`src/rtl/spi_frame_rx.sv`:
```
// spi_frame_rx: SPI slave frame receiver. SCLK/MOSI/CS are synchronised into clk,
// a fixed-length frame is shifted in MSB first and committed on CS rising.
// Optional CRC-8 check on the last byte: define SPI_FRAME_CRC8_EN.
module spi_frame_rx #(
    parameter int unsigned FRAME_BYTES = 51,
    parameter int unsigned SAMPLE_RISE = 1,
    parameter int unsigned SYNC_STAGES = 2
) (
    input  logic                     clk,
    input  logic                     rst_n,
    input  logic                     clk_en,
    input  logic                     SCLK,
    input  logic                     MOSI,
    input  logic                     CS,
    output logic [FRAME_BYTES*8-1:0] frame_data,
    output logic                     SPI_WR,
    output logic                     frame_err,
    output logic                     crc_err,
    output logic [15:0]              frame_cnt
);

    localparam int unsigned FRAME_BITS = FRAME_BYTES * 8;
    localparam int unsigned CNT_W      = $clog2(FRAME_BITS + 2);

    typedef enum logic [1:0] {
        IDLE   = 2'd0,
        RECV   = 2'd1,
        COMMIT = 2'd2
    } state_e;

    logic [SYNC_STAGES-1:0] sclk_sync_q, sclk_sync_d;
    logic [SYNC_STAGES-1:0] mosi_sync_q, mosi_sync_d;
    logic [SYNC_STAGES-1:0] cs_sync_q, cs_sync_d;
    logic                   sclk_dly_q, sclk_dly_d;
    logic                   cs_dly_q, cs_dly_d;

    state_e                 state_q, state_d;
    logic [FRAME_BITS-1:0]  shift_q, shift_d;
    logic [CNT_W-1:0]       cnt_q, cnt_d;
    logic                   ovf_q, ovf_d;
    logic                   fall_pend_q, fall_pend_d;
    logic [FRAME_BITS-1:0]  frame_data_q, frame_data_d;
    logic [15:0]            frame_cnt_q, frame_cnt_d;
    logic                   spi_wr_q, spi_wr_d;
    logic                   frame_err_q, frame_err_d;

    logic sclk_s, mosi_s, cs_s;
    logic samp_edge_c, cs_rise_c, cs_fall_c;

`ifdef SPI_FRAME_CRC8_EN
    localparam int unsigned CRC_BITS = FRAME_BITS - 8;
    logic [7:0] crc_q, crc_d;
    logic       crc_err_q, crc_err_d;

    // One MSB-first step of CRC-8, polynomial 0x07.
    function automatic logic [7:0] crc8_step(input logic [7:0] crc, input logic bit_in);
        logic fb;
        fb        = crc[7] ^ bit_in;
        crc8_step = {crc[6:0], 1'b0} ^ (fb ? 8'h07 : 8'h00);
    endfunction
`endif

    assign sclk_s = sclk_sync_q[SYNC_STAGES-1];
    assign mosi_s = mosi_sync_q[SYNC_STAGES-1];
    assign cs_s   = cs_sync_q[SYNC_STAGES-1];

    // Edge detection against the delayed copies (delay stage held while clk_en is low).
    assign samp_edge_c = (SAMPLE_RISE != 0) ? (sclk_s & ~sclk_dly_q) : (~sclk_s & sclk_dly_q);
    assign cs_rise_c   = cs_s & ~cs_dly_q;
    assign cs_fall_c   = ~cs_s & cs_dly_q;

    // Synchroniser shift chains run every clk regardless of clk_en.
    always_comb begin
        sclk_sync_d = {sclk_sync_q[SYNC_STAGES-2:0], SCLK};
        mosi_sync_d = {mosi_sync_q[SYNC_STAGES-2:0], MOSI};
        cs_sync_d   = {cs_sync_q[SYNC_STAGES-2:0], CS};
    end

    // Next-state, datapath and pulse generation.
    always_comb begin
        state_d      = state_q;
        shift_d      = shift_q;
        cnt_d        = cnt_q;
        ovf_d        = ovf_q;
        fall_pend_d  = fall_pend_q;
        frame_data_d = frame_data_q;
        frame_cnt_d  = frame_cnt_q;
        sclk_dly_d   = sclk_dly_q;
        cs_dly_d     = cs_dly_q;
        spi_wr_d     = 1'b0;
        frame_err_d  = 1'b0;
`ifdef SPI_FRAME_CRC8_EN
        crc_d        = crc_q;
        crc_err_d    = 1'b0;
`endif
        if (clk_en) begin
            sclk_dly_d = sclk_s;
            cs_dly_d   = cs_s;
            case (state_q)
                IDLE: begin
                    // A fall seen during COMMIT is remembered and taken here.
                    if (cs_fall_c || fall_pend_q) begin
                        state_d     = RECV;
                        shift_d     = '0;
                        cnt_d       = '0;
                        ovf_d       = 1'b0;
                        fall_pend_d = 1'b0;
`ifdef SPI_FRAME_CRC8_EN
                        crc_d       = 8'h00;
`endif
                    end
                end
                RECV: begin
                    // CS rise wins over a coincident sampling edge.
                    if (cs_rise_c) begin
                        state_d = COMMIT;
                    end else if (samp_edge_c) begin
                        if (cnt_q > CNT_W'(FRAME_BITS)) begin
                            ovf_d = 1'b1;
                        end else begin
                            shift_d = {shift_q[FRAME_BITS-2:0], mosi_s};
                            cnt_d   = cnt_q + CNT_W'(1);
`ifdef SPI_FRAME_CRC8_EN
                            if (cnt_q < CNT_W'(CRC_BITS)) begin
                                crc_d = crc8_step(crc_q, mosi_s);
                            end
`endif
                        end
                    end
                end
                COMMIT: begin
                    state_d = IDLE;
                    if (cs_fall_c) begin
                        fall_pend_d = 1'b1;
                    end
                    if ((cnt_q != CNT_W'(FRAME_BITS)) || ovf_q) begin
                        frame_err_d = 1'b1;
`ifdef SPI_FRAME_CRC8_EN
                    end else if (crc_q != shift_q[7:0]) begin
                        crc_err_d = 1'b1;
`endif
                    end else begin
                        frame_data_d = shift_q;
                        spi_wr_d     = 1'b1;
                        frame_cnt_d  = frame_cnt_q + 16'd1;
                    end
                end
                default: state_d = IDLE;
            endcase
        end
    end

    // State and datapath registers with asynchronous clear.
    always_ff @(posedge clk or negedge rst_n) begin
        if (!rst_n) begin
            sclk_sync_q  <= '0;
            mosi_sync_q  <= '0;
            cs_sync_q    <= '0;
            sclk_dly_q   <= 1'b0;
            cs_dly_q     <= 1'b0;
            state_q      <= IDLE;
            shift_q      <= '0;
            cnt_q        <= '0;
            ovf_q        <= 1'b0;
            fall_pend_q  <= 1'b0;
            frame_data_q <= '0;
            frame_cnt_q  <= 16'd0;
            spi_wr_q     <= 1'b0;
            frame_err_q  <= 1'b0;
`ifdef SPI_FRAME_CRC8_EN
            crc_q        <= 8'h00;
            crc_err_q    <= 1'b0;
`endif
        end else begin
            sclk_sync_q  <= sclk_sync_d;
            mosi_sync_q  <= mosi_sync_d;
            cs_sync_q    <= cs_sync_d;
            sclk_dly_q   <= sclk_dly_d;
            cs_dly_q     <= cs_dly_d;
            state_q      <= state_d;
            shift_q      <= shift_d;
            cnt_q        <= cnt_d;
            ovf_q        <= ovf_d;
            fall_pend_q  <= fall_pend_d;
            frame_data_q <= frame_data_d;
            frame_cnt_q  <= frame_cnt_d;
            spi_wr_q     <= spi_wr_d;
            frame_err_q  <= frame_err_d;
`ifdef SPI_FRAME_CRC8_EN
            crc_q        <= crc_d;
            crc_err_q    <= crc_err_d;
`endif
        end
    end

    assign frame_data = frame_data_q;
    assign frame_cnt  = frame_cnt_q;
    assign SPI_WR     = spi_wr_q;
    assign frame_err  = frame_err_q;
`ifdef SPI_FRAME_CRC8_EN
    assign crc_err    = crc_err_q;
`else
    assign crc_err    = 1'b0;
`endif

endmodule

```
`config.mk`:
```
export PLATFORM = sky130hd
export DESIGN_NAME = spi_frame_rx
export DESIGN_NICKNAME = d
export VERILOG_FILES = /design/src/rtl/spi_frame_rx.sv
export SDC_FILE = /design/constraint.sdc
export NUM_CORES = 1
export LEC_CHECK = 0
export ABC_AREA = 1
export CAP_MARGIN = 20
export CORE_MARGIN = 1.5
export CORE_UTILIZATION = 59
export DETAILED_ROUTE_END_ITERATION = 8
export PLACE_DENSITY = 0.85
export SETUP_SLACK_MARGIN = 0.4
export SYNTH_ARGS = -nofsm -noshare
export SYNTH_HDL_FRONTEND = slang
export SYNTH_SLANG_ARGS = --single-unit
```
`constraint.sdc`:
```
create_clock -name clk -period 3.75 [get_ports clk]
set_input_delay 0.5625 -clock clk [delete_from_list [all_inputs] [get_ports clk]]
set_output_delay 0.5625 -clock clk [all_outputs]
set_load 0.01 [all_outputs]
```
==> key figures <==
Setup path
  – Most common cell on crit path: nand2_1
  – WS Path Type: flip-flop to flip-flop
  – CP max stage delay: 0.41 ns
  – Setup crit end kind: flip-flop
  – Critical path launch point type: flip-flop
  – WP data required: 4.30 ns
  – Worst-path fanout max: 58
  – Cells on worst reg2reg path: 12
  – WP data arrival: 3.06 ns
  – Critical-path top delay cell: dfrtp_1
  – CP cell instances: inv_1 > ha_1 > nand2_1 > nor2_1 > nand2_1 > nand2_1 > nand2_1 > nor2_4 > buf_12 > buf_12 > nand2_1 > nand2_1

Clocking
  – Clk sinks: between 800 and 900
  – CTS buffer count: 83
  – Clk slew on worst S/H paths: 0.06 ns
  – H-Tree Depth: 3
  – Root buffer cell: clkbuf_16
  – Setup Fix Bufs, Post-CTS: 0
  – PostCTS Resize Cnt: 0
  – Worst-Skew Late Latency: 0.62 ns
  – Deepest clock path buffer count: 3
  – CTS tree: built
  – Hold-fix buffers at CTS: 1

Timing
  – Fin. Hold Viols: 0
  – Skew final: 0.0146 ns
  – Maximum operating frequency: 399 MHz
  – Worst Tran Pin Value: approximately 0.9 ns
  – Slew margin rel.: 0.409
  – Final Max Slew Viols: 0
  – Period utilization: 0.669
  – RSZ-0062 raised after global routing: false
  – Setup-failing EPs final: 0
  – Worst hold slack: about 0.35 ns
  – Total negative setup slack: 0 ns
  – Final min period: between 2 and 3 ns

Routing
  – Pre-antenna DRT Iters: 6
  – Via density: between 5 and 6
  – Final ANT Viol Nets: 0
  – DRC: 0
  – Vias: 27200
  – Drt first-iter violations: 3006
  – Routed WL: 84.4 mm
  – Wire per inst: 17.1 microns

Global route
  – Vias in the first global route: about 26000
  – GRT met3 Usage: 0.0601
  – Total track usage: 0.291
  – Routing usage on met2: 0.457
  – First-pass GRT wire length: 136 mm
  – Initial antenna violation count: 1
  – Met1 Track Usage GR: 0.403
  – Grt ovf: 0
  – GR peak layer: met2
  – Largest net degree at the start of global routing: 174

Floorplanning
  – Core Box Area: 0.0563 sq mm
  – Die ar.: 0.0583 sq mm
  – IO Pins: 433
  – Starting Density: 0.596
  – Cell Rows: between 80 and 90
  – Die height: 241 microns
  – Die width: 241 microns

Yosys
  – Top_reg_cell synth: dfrtp_1
  – Yosys warnings: 0
  – Syn_area_per_cell: around 8.9 sq um
  – Seq/Total Area, Yosys: 0.638
  – Syn Inst Count: 3778
  – Async SR Flop Fraction: 1.00
  – Syn nets: 3787
  – Post-synth EDFFs: 0
  – Cell Area, Synth: 0.0335 sq mm
  – #FFs+latches synth: approximately 860
  – Distinct cells, synth: 23

Finish
  – Synth-to-Final Area Change: 22.5%
  – Multi-input logic area: 0.0107 sq mm
  – NumNets Final: 4131
  – Fillers: 3706
  – FF/Latch Area: 0.0214 sq mm
  – Finished layout cell area: 0.0411 sq mm
  – Share of layout cells above drive strength 1: 0.0497

Status
  – Status: complete, no violations

Place
  – GP Congestion: 0.843
  – HPWL after detailed placement: about 50 mm
  – Port buffer count: 431
  – Area post-placement: approximately 0.038 sq mm

Hold path
  – Hold Path Depth: 0
  – HP Class: flip-flop to flip-flop

Flow run
  – Max cap viols: 0

Power and ir drop
  – VDD IR-drop max: 415 uV
  – Leakage: 22.5 nW
  – Power Density: 484 mW/mm^2
==> state kept, by name, indices dropped and copies added, names as in the netlist <==
name	flops
cs_dly_q	1
cs_sync_q	2
sclk_dly_q	1
sclk_sync_q	2
cnt_q	9
frame_err	1
mosi_sync_q	2
shift_q	408
frame_data	408
fall_pend_q	1
ovf_q	1
frame_cnt	16
state_q	2
SPI_WR	1
==> final cells by class <==
type                       instances  share of cell area
antenna                            1           0.0000609
clock buffer                     116              0.0602
clock inverter                    33             0.00874
inverter                          37             0.00338
multi-input combinational       2655               0.260
sequential                       855               0.521
tap                              756              0.0230
timing repair buffer             490               0.124
==> Yosys cell counts, types with 2 or more instances <==
| master | n | area (sq um) |
|---|---|---|
| nand3_1 | 439 | 2200 |
| inv_2 | 2 | 7.51 |
| nor3_1 | 2 | 10.0 |
| ha_1 | 3 | 37.5 |
| dfrtp_1 | 855 | 21400 |
| buf_4 | 32 | 240 |
| inv_1 | 34 | 128 |
| nor2_2 | 2 | 12.5 |
| buf_6 | 33 | 372 |
| clkbuf_1 | 38 | 143 |
| nand4_1 | 9 | 56.3 |
| buf_2 | 96 | 480 |
| nor2_1 | 31 | 116 |
| buf_1 | 32 | 120 |
| xnor2_1 | 2 | 17.5 |
| nand3b_1 | 5 | 37.5 |
| nand2_1 | 2145 | 8050 |
| xor2_1 | 5 | 43.8 |
| o21ai_0 | 9 | 45.0 |
==> routing by layer <==
layer	vias up	share of wire
met5	-	0
met4	0	0.036
met3	195	0.081
met2	1194	0.48
met1	13300	0.40
li1	12400	-
==> layout by cell type (no fill, tap or decap), types with 5 or more instances in the layout <==
cell / instances
buf_4: 33
nor2_1: 29
nand2_1: 2144
clkbuf_1: 8
inv_1: 34
bufinv_16: 7
buf_12: 25
clkdlybuf4s50_1: 430
nand4_1: 9
xor2_1: 5
clkbuf_8: 23
clkinv_2: 20
nand3_1: 438
dfrtp_1: 855
nand3b_1: 5
o21ai_0: 9
clkbuf_16: 85
==> per-stage QoR <==
step | utilization | instances | setup slack [ns] | power [mW]
floorplan | - | 3778 | 2.01 | 10.9
global placement | 0.679 | 4792 | 0.912 | 11.4
detailed placement | 0.679 | 4792 | 0.837 | 11.5
CTS | 0.730 | 4942 | 1.28 | 20.0
global route | 0.730 | 4942 | 1.02 | 20.6
finish | 0.730 | 4943 | 1.24 | 19.9
==> critical path: cells and delay by family, from the launching register on <==
| family | cells | cell delay, ns |
|---|---|---|
| adder cells (fa/ha/maj) | 1 | 0.18 |
| flip-flops | 1 | 0.41 |
| buffers and inverters | 3 | 0.64 |
| AND/OR/NAND/NOR | 8 | 1.16 |
==> power by group <==
part           total (mW)  leakage (nW)  internal (mW)  switching [mW]
Clock                8.58          1.41           5.08            3.50
Combinational        1.99          9.14          0.360            1.63
Sequential           9.33          11.9           9.28          0.0495
Total                19.9          22.5           14.7            5.18
==> cell families (layout without fill, tap and decap cells) <==
family,count (synthesis),count (layout),synth area share
AND/OR/NAND/NOR,2633,2633,0.313
flip-flops,855,855,0.638
buffers and inverters,268,676,0.0446
AO/OA/AOI/OAI,11,11,0.00172
XOR/XNOR,7,7,0.00183
adder cells (fa/ha/maj),3,3,0.00112
other,1,2,0.000112
==> path summary, 6_finish.rpt <==
kind / start / to / slack (ns)
setup reg to reg: cnt_q[0]$_DFFE_PN0P_ / shift_q[229]$_DFFE_PN0P_ / 1.24
max in group asynchronous: rst_n / frame_data[3]$_DFFE_PN0P_ / 2.04
hold reg to reg: mosi_sync_q[0]$_DFF_PN0_ / mosi_sync_q[1]$_DFF_PN0_ / 0.35
hold / removal: mosi_sync_q[0]$_DFF_PN0_ / mosi_sync_q[1]$_DFF_PN0_ / 0.35
setup / recovery: cnt_q[0]$_DFFE_PN0P_ / shift_q[229]$_DFFE_PN0P_ / 1.24
min in group asynchronous: rst_n / frame_data[183]$_DFFE_PN0P_ / 0.59
(Power assumes the default switching activity.)
